### src/rtl/fetch_stage.sv
// Instruction fetch stage: owns the fetch pc, reads imem combinationally, and queues {pc, instr} pairs for decode.
// Latency: a word fetched at edge N shows on out_* in cycle N+1. After a redirect at N, the target is valid in N+2.
// Backpressure: out_valid/out_ready handshake. When the FIFO is full, fetch stalls and fetch_pc/imem_address hold.
//
// Ports:
//   clock, reset                  single clock, synchronous active-high reset
//   imem_address/imem_data        fetch address out, instruction word back in the same cycle
//   imem_read_write               always 0, this port only reads
//   redirect_valid/redirect_pc    flush and restart request from execute, single-cycle pulse
//   out_valid/out_ready           head-of-FIFO handshake to decode
//   out_pc/out_instr              contents of the FIFO head
//   fault                         sticky misaligned-redirect flag
// Optional feature macro: FETCH_ALIGN_CHECK_EN.
//   Defined:   a misaligned redirect target raises fault and halts fetch until reset.
//   Undefined: the low two bits of the target are dropped and fault stays 0.

module fetch_stage #(
    parameter logic [31:0] RESET_PC   = 32'h0100_0000,
    parameter int          FIFO_DEPTH = 2
) (
    input  logic        clock,
    input  logic        reset,
    output logic [31:0] imem_address,
    input  logic [31:0] imem_data,
    output logic        imem_read_write,
    input  logic        redirect_valid,
    input  logic [31:0] redirect_pc,
    output logic        out_valid,
    input  logic        out_ready,
    output logic [31:0] out_pc,
    output logic [31:0] out_instr,
    output logic        fault
);

    localparam int PW = $clog2(FIFO_DEPTH);
    localparam int CW = PW + 1;
    localparam logic [CW-1:0] FULL_CNT = CW'(FIFO_DEPTH);

    logic [31:0]   fetch_pc_q, fetch_pc_d;
    logic [63:0]   mem_q [FIFO_DEPTH];
    logic [63:0]   mem_d [FIFO_DEPTH];
    logic [PW-1:0] rd_ptr_q, rd_ptr_d;
    logic [PW-1:0] wr_ptr_q, wr_ptr_d;
    logic [CW-1:0] count_q, count_d;
    logic          halted;
    logic          push;
    logic          pop;

`ifdef FETCH_ALIGN_CHECK_EN
    logic fault_q, fault_d;
    logic halted_q, halted_d;

    assign halted = halted_q;
    assign fault  = fault_q;
`else
    // Without the check, the low target bits are dropped, so they have no other reader.
    logic unused_redirect_lsb;

    assign unused_redirect_lsb = ^redirect_pc[1:0];
    assign halted = 1'b0;
    assign fault  = 1'b0;
`endif

    assign imem_address    = fetch_pc_q;
    assign imem_read_write = 1'b0;
    assign out_valid       = (count_q != '0);
    assign out_pc          = mem_q[rd_ptr_q][63:32];
    assign out_instr       = mem_q[rd_ptr_q][31:0];

    // Fullness is sampled from count_q, so a pop in the same cycle does not
    // free a slot for this cycle's push.
    assign pop  = out_valid & out_ready;
    assign push = ~redirect_valid & (count_q != FULL_CNT) & ~halted;

    always_comb begin
        fetch_pc_d = fetch_pc_q;
        mem_d      = mem_q;
        rd_ptr_d   = rd_ptr_q;
        wr_ptr_d   = wr_ptr_q;
        count_d    = count_q;
`ifdef FETCH_ALIGN_CHECK_EN
        fault_d    = fault_q;
        halted_d   = halted_q;
`endif

        if (redirect_valid) begin
            // A flush discards this cycle's push and pop. Decode squashes any
            // handshake that completes alongside the redirect.
            rd_ptr_d = '0;
            wr_ptr_d = '0;
            count_d  = '0;
`ifdef FETCH_ALIGN_CHECK_EN
            fetch_pc_d = redirect_pc;
            if (redirect_pc[1:0] != 2'b00) begin
                fault_d  = 1'b1;
                halted_d = 1'b1;
            end
`else
            fetch_pc_d = {redirect_pc[31:2], 2'b00};
`endif
        end else begin
            if (push) begin
                mem_d[wr_ptr_q] = {fetch_pc_q, imem_data};
                wr_ptr_d        = wr_ptr_q + PW'(1);
                fetch_pc_d      = fetch_pc_q + 32'd4;
            end
            if (pop) begin
                rd_ptr_d = rd_ptr_q + PW'(1);
            end
            case ({push, pop})
                2'b10:   count_d = count_q + CW'(1);
                2'b01:   count_d = count_q - CW'(1);
                default: count_d = count_q;
            endcase
        end
    end

    always_ff @(posedge clock) begin
        if (reset) begin
            fetch_pc_q <= RESET_PC;
            rd_ptr_q   <= '0;
            wr_ptr_q   <= '0;
            count_q    <= '0;
            for (int i = 0; i < FIFO_DEPTH; i++) begin
                mem_q[i] <= '0;
            end
`ifdef FETCH_ALIGN_CHECK_EN
            fault_q  <= 1'b0;
            halted_q <= 1'b0;
`endif
        end else begin
            fetch_pc_q <= fetch_pc_d;
            rd_ptr_q   <= rd_ptr_d;
            wr_ptr_q   <= wr_ptr_d;
            count_q    <= count_d;
            for (int i = 0; i < FIFO_DEPTH; i++) begin
                mem_q[i] <= mem_d[i];
            end
`ifdef FETCH_ALIGN_CHECK_EN
            fault_q  <= fault_d;
            halted_q <= halted_d;
`endif
        end
    end

endmodule

### config.mk
export PLATFORM = sky130hd
export DESIGN_NAME = fetch_stage
export DESIGN_NICKNAME = d
export VERILOG_FILES = /design/src/rtl/fetch_stage.sv
export SDC_FILE = /design/constraint.sdc
export NUM_CORES = 1
export LEC_CHECK = 0
export ABC_AREA = 1
export CAP_MARGIN = 20
export CORE_MARGIN = 2
export CORE_UTILIZATION = 54
export DETAILED_ROUTE_END_ITERATION = 6
export MAX_ROUTING_LAYER = met4
export PLACE_DENSITY = 0.88
export SKIP_LAST_GASP = 1
export SLEW_MARGIN = 10
export SYNTH_ARGS = -nofsm -noshare
export SYNTH_HDL_FRONTEND = slang
export SYNTH_SLANG_ARGS = --single-unit
### constraint.sdc
create_clock -name clock -period 2.28 [get_ports clock]
set_input_delay 0.456 -clock clock [delete_from_list [all_inputs] [get_ports clock]]
set_output_delay 0.456 -clock clock [all_outputs]
set_load 0.1 [all_outputs]
After elaboration in Yosys (flattened, before gate mapping)
Index checks and enable logic that the tools add are counted.

Div/mod/pow operators: 0. Bitwise operators: 5. Reduce and logical (&&, ||, !) cells: 6. Add/subtract/negate cells: 5. Mux-type cells: 9. Shift-type cells: 0. Equal/unequal tests: 3. $lt $le $gt $ge: 3. $mul: 0.

Operator list (count): 64-bit two-way mux (4); 128-bit bitwise mux (1); 64-bit demux with 1-bit select (1); 32-bit two-way mux (2); 32-bit by 3-bit adder with 32-bit output (second input constant) (1); 2-bit nonzero test (3); 2-bit >= comparator (second input constant) (2); 1-bit inverter with 2-bit output (2); 2-bit case mux with 2 select lines (1); 1-bit adder (second input constant) (2); 2-bit by 1-bit adder with 2-bit output (second input constant) (1); 1-bit AND (2); 2-bit by 1-bit == test with 1-bit output (second input constant) (1); 2-bit == test (second input constant) (1); 2-bit by 1-bit < comparator with 1-bit output (second input constant) (1); 2-bit != test (second input constant) (1); 2-bit AND reduction (1); 2-bit OR reduction (1); 2-bit by 1-bit subtractor with 2-bit output (second input constant) (1); 1-bit logical AND (1); 1-bit inverter (1).

Bits in latches: 0. Flip-flop bits (word level): 164. Memories: 0. RAM bits: 0. Bits in read-only memories: 0. Logic and storage cells: 38. Bits of input ports: 68. Output and inout port bits: 99.

Longest topological paths before layout
Gate-level depths: netlist of the first run.

Depth in word-level cells: 6. Gate-level depth with buffers: 10.

Worst setup path after synthesis of the first run
No wires, ideal clock.

Path kind: register to output. From: reg rd_ptr_q. To: out out_pc[23]. Slack: -0.929 ns. Buffers on the path: 2. Arrival time: 2.753 ns. Cell stages (with the launch flop): 4. Path through: dfxtp_1 -> clkbuf_1 -> clkbuf_1 -> o21ai_0.

Word-level cells in the longest chain between the ends: 4.

RTL lines: from (decl) (line 42) `logic [PW-1:0] rd_ptr_q, rd_ptr_d;`; from (signal assigned) (line 133) `rd_ptr_q <= rd_ptr_d;`; 1-bit inverter with 2-bit output (not written as such) (line 67) `assign out_pc = mem_q[rd_ptr_q][63:32];`; 64-bit two-way mux (3 in series); to (decl) (line 30) `output logic [31:0] out_pc,`.

No other way between the ends. The select of a mux whose other input is x is not followed.

Final worst setup path of the first run
From: reg rd_ptr_q. To: out out_instr[5].

Word-level cells in the longest chain between the ends: 4.

RTL lines: 1-bit inverter with 2-bit output (not written as such) (line 68) `assign out_instr = mem_q[rd_ptr_q][31:0];`; 64-bit two-way mux (not written as such) (3 in series) (line 68); to (decl) (line 31) `output logic [31:0] out_instr,`.

No other way between the ends. The select of a mux whose other input is x is not followed.

==> impl_summary.log, run 1 <==
INFO  metric yosysUniqueCellTypes = 33
INFO  metric post_synth_and_or_nand_nor_area_fraction = around a fifth
INFO  metric grt_usage = between 20% and 30%
INFO  metric worstSkewPairLatency = approximately 0.42 ns
INFO  metric rr_startpoint = count_q[1]$_SDFFE_PP0P_
INFO  metric ys_ff_latch = between 150 and 200
INFO  metric postSynthAreaPerCell = between 6 and 7 µm²
INFO  metric rsz0062_at_grt = false
INFO  metric synthMuxAreaShare = 0%
INFO  metric first_global_vias = between 6000 and 7000
INFO  metric critical_path_arrival = 1.67 ns
INFO  metric cts_tree = yes
INFO  metric vias = around 7200
INFO  metric fp-row-count = 41
INFO  metric worst-slew-pin-transition = approximately 0.90 ns
INFO  metric hold_ws = around 0.45 ns
INFO  metric finalCritPeriodShare = around 93%
INFO  metric crit_path_start = rd_ptr_q$_SDFFE_PP0P_
INFO  metric synth_area = a little over 7000 µm²
INFO  metric worst_hold_start = mem_q[92]$_SDFFE_PP0P_
INFO  metric leakage = between 4 and 5 nW
INFO  metric antennaDiodeCount = 0
INFO  metric post_route_cells_drive_above_1_share = between 10% and 20%
INFO  metric ys_dominant_reg_cell = sky130_fd_sc_hd__dfxtp_1
INFO  metric detail_route.wirelength = about 20000 µm
INFO  metric synth_compound_area_share = 24.1%
INFO  metric fp.dieArea = 14100 µm²
INFO  metric timing.fmax = around 470 MHz
INFO  metric cts_max_path_buffers = 2
INFO  metric yosys.area_share.adder = less than 1%
INFO  metric drc_errors = 0
INFO  metric worst_slew_margin_rel = between 30 and 40%
INFO  metric numCtsBuffers = 17
INFO  metric post_cts_resize_count = 0
INFO  metric holdPathStages = 2
INFO  metric wire_length_of_the_first_global_routing_pass = 33100 µm
INFO  metric ys.warnings.count = 0
INFO  metric global_route.overflow_total = 0
INFO  metric synth_edf_count = 0
INFO  metric end_kind = output pin
INFO  metric period_minus_slack = ~2.1 ns
INFO  metric startpoint_type = flip-flop
INFO  metric power.density = 819 nW/µm²
INFO  metric timing_hold_violations_final = 0
INFO  metric chip_height = approximately 120 µm
INFO  metric worst-endpoint-required = between 1.5 and 2 ns
INFO  metric drt_first_iter_violations = around 1000
INFO  metric area_growth_syn_to_layout = 41.2%
INFO  metric num_io_pins = 167
INFO  metric cts_htree_levels = 4
INFO  metric initial_antenna_violation_count = 0
INFO  metric detailedPlacementHpwl = around 13000 µm
INFO  metric critPathMaxFanout = 44
INFO  metric routabilityCongestion = approximately 0.96
INFO  metric grt_start_max_net_pins = approximately 130
INFO  metric clock-skew-final = about 0.0050 ns
INFO  metric maxCapViolations = 0
INFO  metric worst-setup-path-type = flip-flop to output pin
INFO  metric outcome = completed
INFO  metric routedWlPerCell = 15.3 µm
INFO  metric utilization = slightly below 80%
INFO  metric yosys-top-cells-area = sky130_fd_sc_hd__dfxtp_1, sky130_fd_sc_hd__o21ai_0, sky130_fd_sc_hd__nand2_1
INFO  metric synth_top_area_share = 44.4%
INFO  metric numClockSinks = 158
INFO  metric xor_and_xnor_fraction_of_the_mapped_netlist_area = less than 1%
INFO  metric viasPerCell = 5.42
INFO  metric reg2regPathDepth = 8
INFO  metric starting_density = 56.0%
INFO  metric final-setup-viol-count = 0
INFO  metric drt_pre_antenna_iters = 5
INFO  metric netlist_instances = around 1000
INFO  metric hold_path.class = flip-flop to flip-flop
INFO  metric cts_root_buffer = sky130_fd_sc_hd__clkbuf_16
INFO  metric cts-hold-fix-buffers = 0
INFO  metric synth.yosys.seq_area_share = roughly 44%
INFO  metric yosys.area.top_type = sky130_fd_sc_hd__dfxtp_1
INFO  metric async_set_reset_flop_share_out_of_synthesis = 0%
INFO  metric cts.reportedPaths.clkPinSlew = around 0.060 ns
INFO  metric timing.final.max_slew_violations = 0
INFO  metric final_antenna_net_count = 0
INFO  metric vdd_drop_max = 0.457 mV
INFO  metric dieWidth = about 120 µm
INFO  metric synth_top_family_by_area = compound AO/OA/AOI/OAI gates
INFO  metric design.final.nets = about 1200
INFO  metric fp.coreArea = approximately 13000 µm²
INFO  metric numPortBuffers = between 150 and 200
-- path summary, 6_finish.rpt --
kind | to | slack [ns]
max | out_instr[5] | 0.15
min | mem_q[92]$_SDFFE_PP0P_ | 0.45
max reg2reg | mem_q[44]$_SDFFE_PP0P_ | 0.33
min reg2reg | mem_q[92]$_SDFFE_PP0P_ | 0.45
-- cells by family after synthesis --
group,Yosys count
AND/OR/NAND/NOR,358
AO/OA/AOI/OAI,330
buffers and inverters,168
flip-flops,158
XOR/XNOR,8
adder cells (fa/ha/maj),2
other,1
-- cell type report --
| class | instances | area, µm² |
|---|---|---|
| fillers | 885 | 2670 |
| multi-input cells | 704 | 3360 |
| inverters | 99 | 372 |
| repair buffers | 173 | 2310 |
| well taps | 172 | 215 |
| clock inverters | 5 | 128 |
| flip-flops and latches | 158 | 3170 |
| clock buffers | 25 | 505 |
-- stage by stage --
step / area (µm²) / power (mW) / setup WS [ns] / instances / TNS [ns]
floorplan: 7210 / 4.50 / -0.239 / 1030 / -10.22
global placement: 9400 / 5.19 / 0.0842 / 1304 / 0
detailed placement: 9400 / 5.23 / -0.0117 / 1304 / -0.0159
CTS: 10000 / 8.25 / 0.0778 / 1335 / 0
global route: 10100 / 8.49 / 0.0682 / 1336 / 0
finish: 10100 / 8.24 / 0.153 / 1336 / 0
-- cells in the final DEF (no fill, tap or decap), types with 2 or more instances in the layout --
cell,netlist,final
sky130_fd_sc_hd__nand2_1,188,188
sky130_fd_sc_hd__dfxtp_1,158,155
sky130_fd_sc_hd__nor2_1,134,134
sky130_fd_sc_hd__o21ai_0,195,133
sky130_fd_sc_hd__a21oi_1,104,104
sky130_fd_sc_hd__inv_1,95,95
sky130_fd_sc_hd__buf_12,0,67
sky130_fd_sc_hd__clkdlybuf4s50_1,0,65
sky130_fd_sc_hd__o21ai_1,1,45
sky130_fd_sc_hd__buf_4,7,40
sky130_fd_sc_hd__nand3_1,20,20
sky130_fd_sc_hd__o21ai_2,0,18
sky130_fd_sc_hd__clkbuf_16,0,17
sky130_fd_sc_hd__a22oi_1,16,16
sky130_fd_sc_hd__a31oi_1,9,9
sky130_fd_sc_hd__xor2_1,7,7
sky130_fd_sc_hd__conb_1,1,6
sky130_fd_sc_hd__nor2_4,5,5
sky130_fd_sc_hd__clkbuf_8,0,5
sky130_fd_sc_hd__inv_2,3,4
sky130_fd_sc_hd__bufinv_16,0,4
sky130_fd_sc_hd__o21bai_1,3,3
sky130_fd_sc_hd__clkbuf_1,34,3
sky130_fd_sc_hd__nand3b_1,2,2
sky130_fd_sc_hd__nor3_1,2,2
sky130_fd_sc_hd__ha_1,2,2
sky130_fd_sc_hd__dfxtp_2,0,2
-- where the power goes --
group	switching (mW)	internal, mW
Combinational	1.46	0.664
Sequential	0.129	2.94
Clock	1.07	1.97
-- state kept, by name (all words and copies together), names as in the netlist --
register and flops:
count_q 2, wr_ptr_q 1, mem_q 124, imem_address 30, rd_ptr_q 1
-- cell usage after synthesis (all sizes together), types with 2 or more instances --
cell      n
o21ai   196
nand2   189
dfxtp   158
nor2    141
a21oi   104
inv      98
buf      35
clkbuf   34
nand3    21
a22oi    16
a31oi     9
xor2      7
o21bai    3
ha        2
nand3b    2
nor3      2
-- per-layer routing --
layer	routed length (µm)	global-route usage, %
met5	0	-
met2	9990	47.7
met4	431	9.97
met3	1400	4.79
met1	8610	38.4
-- critical path, stage by stage (launching register included) --
cell and delay [ns]:
sky130_fd_sc_hd__dfxtp_4 0.47, sky130_fd_sc_hd__buf_12 0.25, sky130_fd_sc_hd__nand2_1 0.09, sky130_fd_sc_hd__o21ai_1 0.19
sky130_fd_sc_hd__buf_12 0.22
-- timing repair --
item,in CTS,in global routing
pin swaps,0,0
setup endpoints to repair,3,1
buffers inserted,1,1
Power figures use the tool's default switching activity.
==> inputs of run 2 (changes only) <==
Settings changed: CAP_MARGIN 20 to 15, REMOVE_ABC_BUFFERS from default to 1.
==> run 2 against run 1 <==
Net effect: the flow now finishes with violations (DRC); sequential share of layout area up 0.44 points; wire length down 1.4%; register-to-register slack better by 0.16 ns; sequential power about the same; worst setup slack worse by 0.11 ns; global-route usage up 0.070 points; die area unchanged; clock power down 22%; utilization down 1.2 points; highest routed layer unchanged.
==> impl_summary.log, run 2 (synthesized netlist as in run 1, its figures left out) <==
INFO  metric timing.fmax = 447 MHz
INFO  metric first_global_vias = around 6700
INFO  metric starting_density = about 56%
INFO  metric period_minus_slack = ~2.2 ns
INFO  metric worstReg2RegEnd = mem_q[6]$_SDFFE_PP0P_
INFO  metric list_of_cells_traversed_by_the_critical_path = buf_4 -> o21ai_0 -> buf_12
INFO  metric cts_htree_levels = 4
INFO  metric vdd_drop_max = approximately 0.53 mV
INFO  metric drt_pre_antenna_iters = 7
INFO  metric timing_hold_violations_final = 0
INFO  metric routedWlPerCell = 15.0 µm
INFO  metric critical_path_arrival = around 1.8 ns
INFO  metric worstSkewPairLatency = between 0.4 and 0.5 ns
INFO  metric global_route.overflow_total = 0
INFO  metric reg2reg_slack = a little under 0.5 ns
INFO  metric end_kind = output pin
INFO  metric num_io_pins = 167
INFO  metric grt_start_max_net_pins = 80
INFO  metric cts_tree = yes
INFO  metric dieWidth = about 120 µm
INFO  metric rr_startpoint = count_q[1]$_SDFFE_PP0P_
INFO  metric final-setup-viol-count = 0
INFO  metric cts_root_buffer = sky130_fd_sc_hd__clkbuf_16
INFO  metric worst_slew_margin_rel = a little under 40%
INFO  metric leakage = 3.99 nW
INFO  metric crit_slowest_cell = sky130_fd_sc_hd__o21ai_0
INFO  metric viasPerCell = roughly 5.4
INFO  metric fp.dieArea = approximately 14000 µm²
INFO  metric layout_commonest_cell = sky130_fd_sc_hd__o21ai_0
INFO  metric detail_route.wirelength = 20100 µm
INFO  metric drc_errors = 1
INFO  metric worstHoldEndpoint = mem_q[114]$_SDFFE_PP0P_
INFO  metric utilization = between 70% and 80%
INFO  metric fp-row-count = approximately 40
INFO  metric grt_usage = slightly below 30%
INFO  metric worst-slew-pin-transition = just over 0.9 ns
INFO  metric numPortBuffers = roughly 160
INFO  metric final-seq-area = ~3200 µm²
INFO  metric critPathMaxFanout = 18
INFO  metric violated_checks = DRC
INFO  metric wire_length_of_the_first_global_routing_pass = 33200 µm
INFO  metric worst-endpoint-required = between 1.5 and 2 ns
INFO  metric clock-skew-final = roughly 0.0081 ns
INFO  metric cts_max_path_buffers = 2
INFO  metric fp.coreArea = approximately 13000 µm²
INFO  metric hold_path.class = flip-flop to flip-flop
INFO  metric n_fill_cell = about 900
INFO  metric startpoint_type = flip-flop
INFO  metric timing.final.max_slew_violations = 0
INFO  metric place_worst_setup_slack = approximately 0.045 ns
INFO  metric reg2regPathDepth = 8
INFO  metric final_antenna_net_count = 0
INFO  metric rsz0062_at_grt = false
INFO  metric outcome = finished, violations left
INFO  metric vias = 7243
INFO  metric worst_path_buffer_plus_inverter_count = 2
INFO  metric drt_first_iter_violations = about 900
INFO  metric setup-tns-final = 0 ns
INFO  metric initial_antenna_violation_count = 1
INFO  metric final_cell_mix = sky130_fd_sc_hd__o21ai_0, sky130_fd_sc_hd__nand2_1, sky130_fd_sc_hd__dfxtp_1
INFO  metric top_register = mem_q
INFO  metric post_route_cells_drive_above_1_share = about 13%
INFO  metric finalWorstSetupSlack = around 0.044 ns
INFO  metric largest_register_ffs = roughly 120
INFO  metric cts.reportedPaths.clkPinSlew = roughly 0.05 ns
INFO  metric power.density = roughly 760 nW/µm²
INFO  metric numCtsBuffers = 17
INFO  metric routabilityCongestion = 0.936
INFO  metric multiInputGateArea = 3290 µm²
INFO  metric design.final.nets = roughly 1200
INFO  metric holdPathStages = 2
INFO  metric detailedPlacementHpwl = about 14000 µm
INFO  metric critical-path-max-stage-delay = around 0.46 ns
INFO  metric finalCritPeriodShare = 98.0%
INFO  metric worst-setup-path-type = flip-flop to output pin
INFO  metric numClockSinks = 158
INFO  metric area_growth_syn_to_layout = 39.1%
INFO  metric worst_hold_start = mem_q[114]$_SDFFE_PP0P_
INFO  metric post_cts_resize_count = 0
INFO  metric maxCapViolations = 0
INFO  metric chip_height = between 100 and 150 µm
INFO  metric critical-path-top-delay-family = compound AO/OA/AOI/OAI gates
==> run 2: cell type report <==
type | count | area share, %
antenna | 1 | 0.0253
clock buffer | 22 | 4.58
clock inverter | 4 | 0.202
inverter | 99 | 3.75
multi-input combinational | 704 | 33.2
sequential | 158 | 32.0
tap | 172 | 2.17
timing repair buffer | 179 | 24.1
==> run 2: metrics by stage <==
stage	area (µm²)	std cells	power, mW	hold slack (ns)
CTS	9890	1337	7.58	0.445
global route	9910	1339	7.83	0.456
global placement	9420	1311	5.19	0.431
floorplan	6820	961	4.42	0.426
finish	9910	1339	7.56	0.443
detailed placement	9420	1311	5.23	0.436
==> run 2: how the worst max path moves through the flow <==
stage,depth (start not counted),slack [ns],from,end
floorplan,1,-2.05,rd_ptr_q$_SDFFE_PP0P_,out_instr[0]
global placement,7,0.06,redirect_valid,mem_q[25]$_SDFFE_PP0P_
detailed placement,7,0.05,redirect_valid,mem_q[35]$_SDFFE_PP0P_
CTS,3,0.02,rd_ptr_q$_SDFFE_PP0P_,out_instr[21]
global route,3,0.03,rd_ptr_q$_SDFFE_PP0P_,out_instr[21]
finish,3,0.04,rd_ptr_q$_SDFFE_PP0P_,out_instr[21]
==> run 2: power breakdown <==
group / internal, mW / switching (mW)
clock network: 1.37 / 1.00
registers: 2.94 / 0.119
logic: 0.670 / 1.45
==> run 2: worst min-delay path, stage by stage, from the launching register on <==
cell and delay [ns]:
sky130_fd_sc_hd__dfxtp_1 0.29, sky130_fd_sc_hd__inv_1 0.05, sky130_fd_sc_hd__a21oi_1 0.05
==> run 2: per-layer routing <==
metal	wire, µm	vias up	track usage [%]
li1	-	3588	-
met1	8420	3301	37.8
met2	9840	313	47.7
met3	1480	41	5.89
met4	404	0	10.0
met5	0	-	-
==> run 2: repair_timing <==
item / 4_1_cts / 5_1_grt
buffers inserted: 0 / 1
endpoints found under the setup margin: 0 / 3
hold buffers: 0 / 0
==> inputs of run 3 (changes only) <==
Settings changed: ABC_CLOCK_PERIOD_IN_PS from default to 2280, CORE_ASPECT_RATIO from default to 0.8, TNS_END_PERCENT from default to 50.
==> run 3 against run 2 <==
Net effect: the flow now finishes without violations; total power increased by 5.7%; register-to-register slack worse by 0.04 ns; sequential share of layout area is essentially flat; critical path type unchanged; highest routed layer unchanged.
==> impl_summary.log, run 3 (synthesized netlist as in run 1, its figures left out) <==
INFO  metric critical-path-max-stage-delay = about 0.48 ns
INFO  metric top_register = mem_q
INFO  metric global_route.overflow_total = 0
INFO  metric cts_htree_levels = 4
INFO  metric initial_antenna_violation_count = 0
INFO  metric drc_errors = 0
INFO  metric timing.fmax = approximately 450 MHz
INFO  metric fp-row-count = 37
INFO  metric finalWorstSetupSlack = around 0.056 ns
INFO  metric hold_ws = 0.444 ns
INFO  metric outcome = completed
INFO  metric critPathMaxFanout = 13
INFO  metric num_io_pins = approximately 170
INFO  metric list_of_cells_traversed_by_the_critical_path = buf_6 -> o21ai_0 -> buf_12
INFO  metric final_antenna_net_count = 0
INFO  metric hold_path.class = flip-flop to flip-flop
INFO  metric maxCapViolations = 0
INFO  metric clock-skew-final = about 0.013 ns
INFO  metric finalCritPeriodShare = between 90% and 100%
INFO  metric routedWlPerCell = about 15 µm
INFO  metric fp.coreArea = 12900 µm²
INFO  metric timing_hold_violations_final = 0
INFO  metric startpoint_type = flip-flop
INFO  metric largest_register_ffs = around 120
INFO  metric area_growth_syn_to_layout = 39.3%
INFO  metric viasPerCell = ~5.4
INFO  metric cts-hold-fix-buffers = 0
INFO  metric chip_height = about 110 µm
INFO  metric vias = about 7300
INFO  metric period_minus_slack = 2.22 ns
INFO  metric utilization = around 77%
INFO  metric rsz0062_at_grt = false
INFO  metric crit_slowest_cell = sky130_fd_sc_hd__o21ai_0
INFO  metric place_worst_setup_slack = 0.0289 ns
INFO  metric antennaDiodeCount = 0
INFO  metric first_global_vias = 6834
INFO  metric power.density = 805 nW/µm²
INFO  metric design.final.nets = approximately 1200
INFO  metric grt_start_max_net_pins = 97
INFO  metric detail_route.wirelength = 20400 µm
INFO  metric numClockSinks = approximately 160
INFO  metric worst-setup-path-type = flip-flop to output pin
INFO  metric numCtsBuffers = 17
INFO  metric worst_slew_margin_rel = 36.7%
INFO  metric layout_commonest_cell = sky130_fd_sc_hd__o21ai_0
INFO  metric wire_length_of_the_first_global_routing_pass = around 33000 µm
INFO  metric worst-slew-pin-transition = between 0.9 and 1 ns
INFO  metric starting_density = around 55%
INFO  metric leakage = 4.01 nW
INFO  metric critical_path_arrival = ~1.8 ns
INFO  metric worstSkewPairLatency = roughly 0.42 ns
INFO  metric end_kind = output pin
INFO  metric final_cell_mix = sky130_fd_sc_hd__o21ai_0, sky130_fd_sc_hd__nand2_1, sky130_fd_sc_hd__dfxtp_1
INFO  metric cts_max_path_buffers = 2
INFO  metric final-setup-viol-count = 0
INFO  metric routabilityCongestion = roughly 0.95
INFO  metric dieWidth = 132 µm
INFO  metric detailedPlacementHpwl = approximately 13000 µm
INFO  metric drt_first_iter_violations = roughly 880
INFO  metric timing.final.max_slew_violations = 0
INFO  metric cts_tree = yes
INFO  metric fp.dieArea = 14100 µm²
INFO  metric vdd_drop_max = ~0.52 mV
INFO  metric numPortBuffers = 158
INFO  metric post-route-cell-area = around 9900 µm²
INFO  metric cts_root_buffer = sky130_fd_sc_hd__clkbuf_16
INFO  metric grt_usage = between 20 and 30%
INFO  metric placement.cell_area = 9300 µm²
INFO  metric drt_pre_antenna_iters = 6
INFO  metric post_route_cells_drive_above_1_share = between 10% and 20%
INFO  metric cts.reportedPaths.clkPinSlew = approximately 0.060 ns
INFO  metric worst-endpoint-required = ~1.8 ns
[run 3: changes by cell type in the layout (fill, tap and decap cells not counted), moves of 3 or more]
cell,before,now
sky130_fd_sc_hd__inv_6,0,4
sky130_fd_sc_hd__buf_12,70,61
sky130_fd_sc_hd__clkbuf_1,4,1
sky130_fd_sc_hd__buf_4,43,50
sky130_fd_sc_hd__clkinv_4,0,3
[run 3: worst max-delay path, delay by kind of cell, from the launching register on]
| kind | cells | cell delay [ns] |
|---|---|---|
| AO/OA/AOI/OAI | 1 | 0.48 |
| buffers and inverters | 2 | 0.44 |
| flip-flops | 1 | 0.43 |
[run 3: power breakdown]
part / switching, mW / internal, mW / leakage, nW
clock: 1.20 / 1.63 / 0.284
sequential: 0.119 / 2.94 / 1.30
combinational: 1.45 / 0.643 / 2.42
[run 3: worst paths after layout]
kind                                 end  slack [ns]                    start  cells past startpoint
hold reg to reg   mem_q[93]$_SDFFE_PP0P_        0.44   mem_q[93]$_SDFFE_PP0P_                      2
setup / recovery              out_pc[13]        0.06    rd_ptr_q$_SDFFE_PP0P_                      3
setup reg to reg  mem_q[19]$_SDFFE_PP0P_        0.45  count_q[1]$_SDFFE_PP0P_                      8
hold / removal    mem_q[93]$_SDFFE_PP0P_        0.44   mem_q[93]$_SDFFE_PP0P_                      2
[run 3: area by class of cell]
class | instances | area, µm²
Multi-Input combinational cell | 704 | 3290
Sequential cell | 158 | 3170
Fill cell | 927 | 2950
Timing Repair Buffer | 179 | 2280
Clock buffer | 18 | 429
Inverter | 99 | 372
Tap cell | 175 | 219
Clock inverter | 14 | 158
[run 3: metal layers]
metal  track usage (%)  vias up  share of wire, %
met1              36.5     3293                42
met5                 -        -                 0
met2              48.3      351                47
met3              6.90       56               8.0
li1                  -     3590                 -
met4              11.1        0               2.9
[run 3: timing repair]
item | CTS | global route
endpoints found under the setup margin | 14 | 12
gates resized for setup | 0 | 1
setup buffers | 1 | 1
hold endpoints to repair | 0 | 0
[run 3: through the flow]
| step | TNS (ns) | power (mW) | cells |
|---|---|---|---|
| finish | 0 | 7.99 | 1347 |
| global route | 0 | 8.27 | 1347 |
| CTS | 0 | 8.01 | 1346 |
| detailed placement | 0 | 5.19 | 1313 |
| global placement | 0 | 5.16 | 1313 |
| floorplan | -127.93 | 4.42 | 961 |
==> edit 1: new RTL, config.mk and constraints of run 3 <==
Change the parameter `FIFO_DEPTH` from 2 to 4.
--- a/src/rtl/fetch_stage.sv
+++ b/src/rtl/fetch_stage.sv
@@ -18,3 +18,3 @@
     parameter logic [31:0] RESET_PC   = 32'h0100_0000,
-    parameter int          FIFO_DEPTH = 2
+    parameter int          FIFO_DEPTH = 4
 ) (
Check against the original RTL: not equivalent (a bounded check fails within 4 cycles, from zero or initial values and one cycle with reset high).
==> edit 1 against run 3 <==
- the run now ends with design-rule violations, negative setup slack left
- wire length increased to 2.6 times the old value
- area after synthesis increased by 84%
- cell area increased by 80%
- critical path depth increased by 2
- total power increased by 62%
- die area increased by 81%
- sequential cell count increased by 127
- combinational power increased by 39%
- worst setup slack got worse by 0.27 ns
- global-route usage increased by 7.8 points
- largest power group unchanged
==> edit 1: results (changes against run 3) <==
status=finished, violations left; failing checks=design-rule violations, negative setup slack; Max stage delay on crit path=0.45 ns (-0.03 ns); Worst Setup Slack, final=-0.2154 ns (-0.2718 ns); largest net degree at the start of global routing=89 (-8.2%); Worst Skew=0.01712 ns (+0.004117 ns); slowest CP cell=dfxtp_4; met3 GRT Util=0.07434 (+0.005308); placed cells=2219 (+69%); Crit Path Max Fanout=22 (+9); Area contributors post-synth=dfxtp_1 44%, a21oi_1 11%, nand3_1 10%, nand2_1 10%, o21ai_0 5.7%; first-pass GRT wire length=74240 µm (+130%); share of layout cells above drive strength 1=0.1989 (+0.06237); DRC violations left=31 (+31); Synth Area in Compound Gates=0.2057 (-0.03539); final setup violation count=62 (+62); max reg flops=248 (+100%); Fin Setup TNS=-7.748 ns (-7.748 ns); vias in the first global route=14237 (+110%); Worst Hold Class=input port to flop; DP HPWL=25110 µm (+93%); fill count=1415 (+53%); WL met2=23000 µm (+140%); M2 GR Usage=0.5849 (+0.1023); initial antenna violation count=1 (+1); slew margin rel.=0.5641 (+0.1975); Metal-1 WL=17450 µm (+100%); Crit path max-delay family=buffers and inverters; TritonCTS Buffers=28 (+11); VDD IR-drop max=0.5705 mV (+9.6%)
[edit 1: layout make-up]
type                            instances  share of cell area
Sequential cell                       285              0.3196
Timing Repair Buffer                  248              0.1933
Clock inverter                          8            0.003990
Multi-Input combinational cell       1346              0.3975
Tap cell                              312             0.02184
Timing Repair inverter                  3            0.002030
Inverter                               54             0.01323
Antenna cell                            1           0.0001400
Clock buffer                           42             0.04837
[edit 1: power groups by stage]
stage	registers [mW]	logic [mW]	clock network [mW]
after floorplan	5.60	1.29	0
after global placement	5.35	2.57	0
after detailed placement	5.36	2.60	0
after CTS	5.25	2.76	4.69
after global routing	5.28	2.99	4.93
final	5.28	2.91	4.76
[edit 1: through the flow]
step                      worst slack, ns  area [µm²]
final                             -0.2154       17870
after global routing              -0.2862       17870
after CTS                        -0.07077       17310
after detailed placement          0.02480       15520
after global placement            0.02363       15520
after floorplan                    -4.733       12260
[edit 1: worst register-to-register path, stage by stage, from the launching register on]
cell,delay [ns]
dfxtp_1,0.31
nor2_1,0.13
nand2_1,0.10
nand2_2,0.08
buf_4,0.25
inv_6,0.14
nand2_2,0.16
buf_12,0.25
nand2_1,0.12
a21oi_1,0.53
[edit 1: final timing paths]
kind / start / slack, ns / to / cells past startpoint
max: rd_ptr_q[0]$_SDFFE_PP0P_ / -0.22 / out_pc[10] / 5
max reg2reg: count_q[0]$_SDFFE_PP0P_ / 0.04 / mem_q[111]$_SDFFE_PP0P_ / 9
min: reset / 0.38 / mem_q[11]$_SDFFE_PP0P_ / 2
min reg2reg: mem_q[117]$_SDFFE_PP0P_ / 0.46 / mem_q[117]$_SDFFE_PP0P_ / 2
[edit 1: kinds of logic after synthesis]
group	after synthesis
compound gates	513
flops	285
xor+xnor	6
simple gates	814
other cells	1
fa+ha+maj	7
buf+inv	242
==> edit 2: new RTL, flow settings as in run 3 <==
Made on the original files. Make the reset (`reset`) asynchronous in one clocked block. Comments in the files are not updated.
--- a/src/rtl/fetch_stage.sv
+++ b/src/rtl/fetch_stage.sv
@@ -117,3 +117,3 @@
 
-    always_ff @(posedge clock) begin
+    always_ff @(posedge clock or posedge reset) begin
         if (reset) begin
Formal check against the unedited RTL: differs if reset is asserted again (counterexample within 4 cycles, from zero or initial values and one cycle with reset high); with reset held inactive, the same outputs for 4 cycles.
==> edit 2 against run 3 <==
- area after synthesis up 9.4%
- non-clock buffer count is 2 lower
- final cell count rose by 0.74%
- wire length rose by 0.68%
- largest cell class is now flip-flops and latches
- worst setup slack better by 0.093 ns
- cell area is 7.6% higher
- sequential cell count did not move
Power is not compared: it rests on default switching activity, and its combinational part moved more than twofold at a synthesized area within 25%.
==> edit 2: results (changes against run 3) <==
routed wl met3=2034 µm (+25%); sequential fraction of the synthesis area=0.5075 (+0.06334); Final clock-cell share=0.05629 (-0.002894); largest net degree at the start of global routing=59 (-39%); Crit Path Max Fanout=39 (+26); DP HPWL=14260 µm (+9.7%); Crit. Startpoint=rd_ptr_q$_DFFE_PP0P_; Multi-In Gates=716 (+1.7%); Clk Latency, worst-skew pair=0.42 ns (about the same); Worst Skew=0.006453 ns (-0.006547 ns); invs w/o clock=90 (-9.1%); Main synth FF type=dfrtp_1; worst-margin pin slew=0.5140 ns (-0.4347 ns); RR Startpoint=imem_address[3]$_DFFE_PP0N_; post-CTS setup buffers=0 (-1); status=finished, final reports clean; Commonest cells post-synth=433 x nand2_1, 157 x dfrtp_1, 123 x o21ai_0; reg-to-reg endpoint=imem_address[10]$_DFFE_PP0N_; Crit path max-delay family=buffers and inverters; first-pass GRT wire length=34660 µm (+5.1%); Area contributors post-synth=dfrtp_1 50%, nand2_1 21%, o21ai_0 7.9%, inv_1 4.0%, nand3_1 2.6%; Adder-Cell Fraction of Synth Area=0.001606 (-0.001909); vias in the first global route=7084 (+3.7%); Max stage delay on crit path=0.43 ns (-0.05 ns); Synth cell types=31 (-6.1%); Worst Path Arrival=1.67 ns (-0.10 ns); total global-route track usage=0.2869 (-0.01063); nonclk buf count=177 (-1.1%); GPL Wtd Cong=0.8705 (-8.1%); fill count=973 (+5.0%); Non-clock buffer share=0.2222 (-0.007822); area of the multi-input gates=0.003169 mm² (-3.7%); sequential cell area share=0.3708 (+0.05141); M2 GR Usage=0.4337 (-0.04894); share of layout cells above drive strength 1=0.1560 (+0.01949); met1 usage=0.3850 (+0.02010); initial DRC count=576 (-34%); Via density=5.354 (-1.1%); WL met2=9299 µm (-2.6%); Post-DP Area=0.01007 mm² (+8.2%); Synth Area in XOR/XNOR=0 (-0.009840); WHS=0.4480 ns (+0.003582 ns); routed length per instance=15.12 µm (about the same); Async SR Flop Fraction=1.000 (+1.000)
==> edit 2: changes by cell type after synthesis, sizes merged, moves of 4 or more <==
cell / run 3 / this run
xor2: 7 / 0
nand2: 189 / 445
a21oi: 104 / 7
dfrtp: 0 / 157
dfxtp: 158 / 0
nor2: 141 / 43
inv: 98 / 90
o21ai: 196 / 145
buf: 35 / 31
a22oi: 16 / 7
clkbuf: 34 / 25
nand3: 21 / 41
==> edit 2: per-stage QoR <==
step | util | std cells | worst slack, ns | TNS [ns] | total power [mW]
after global routing | 0.7514 | 1357 | 0.07625 | 0 | 12.32
after global placement | 0.7089 | 1325 | 0.2479 | 0 | 8.853
after floorplan | - | 964 | -2.438 | -430.97 | 7.136
after CTS | 0.7512 | 1357 | 0.05981 | 0 | 11.86
after detailed placement | 0.7089 | 1325 | 0.1873 | 0 | 8.957
final | 0.7514 | 1357 | 0.1499 | 0 | 11.81
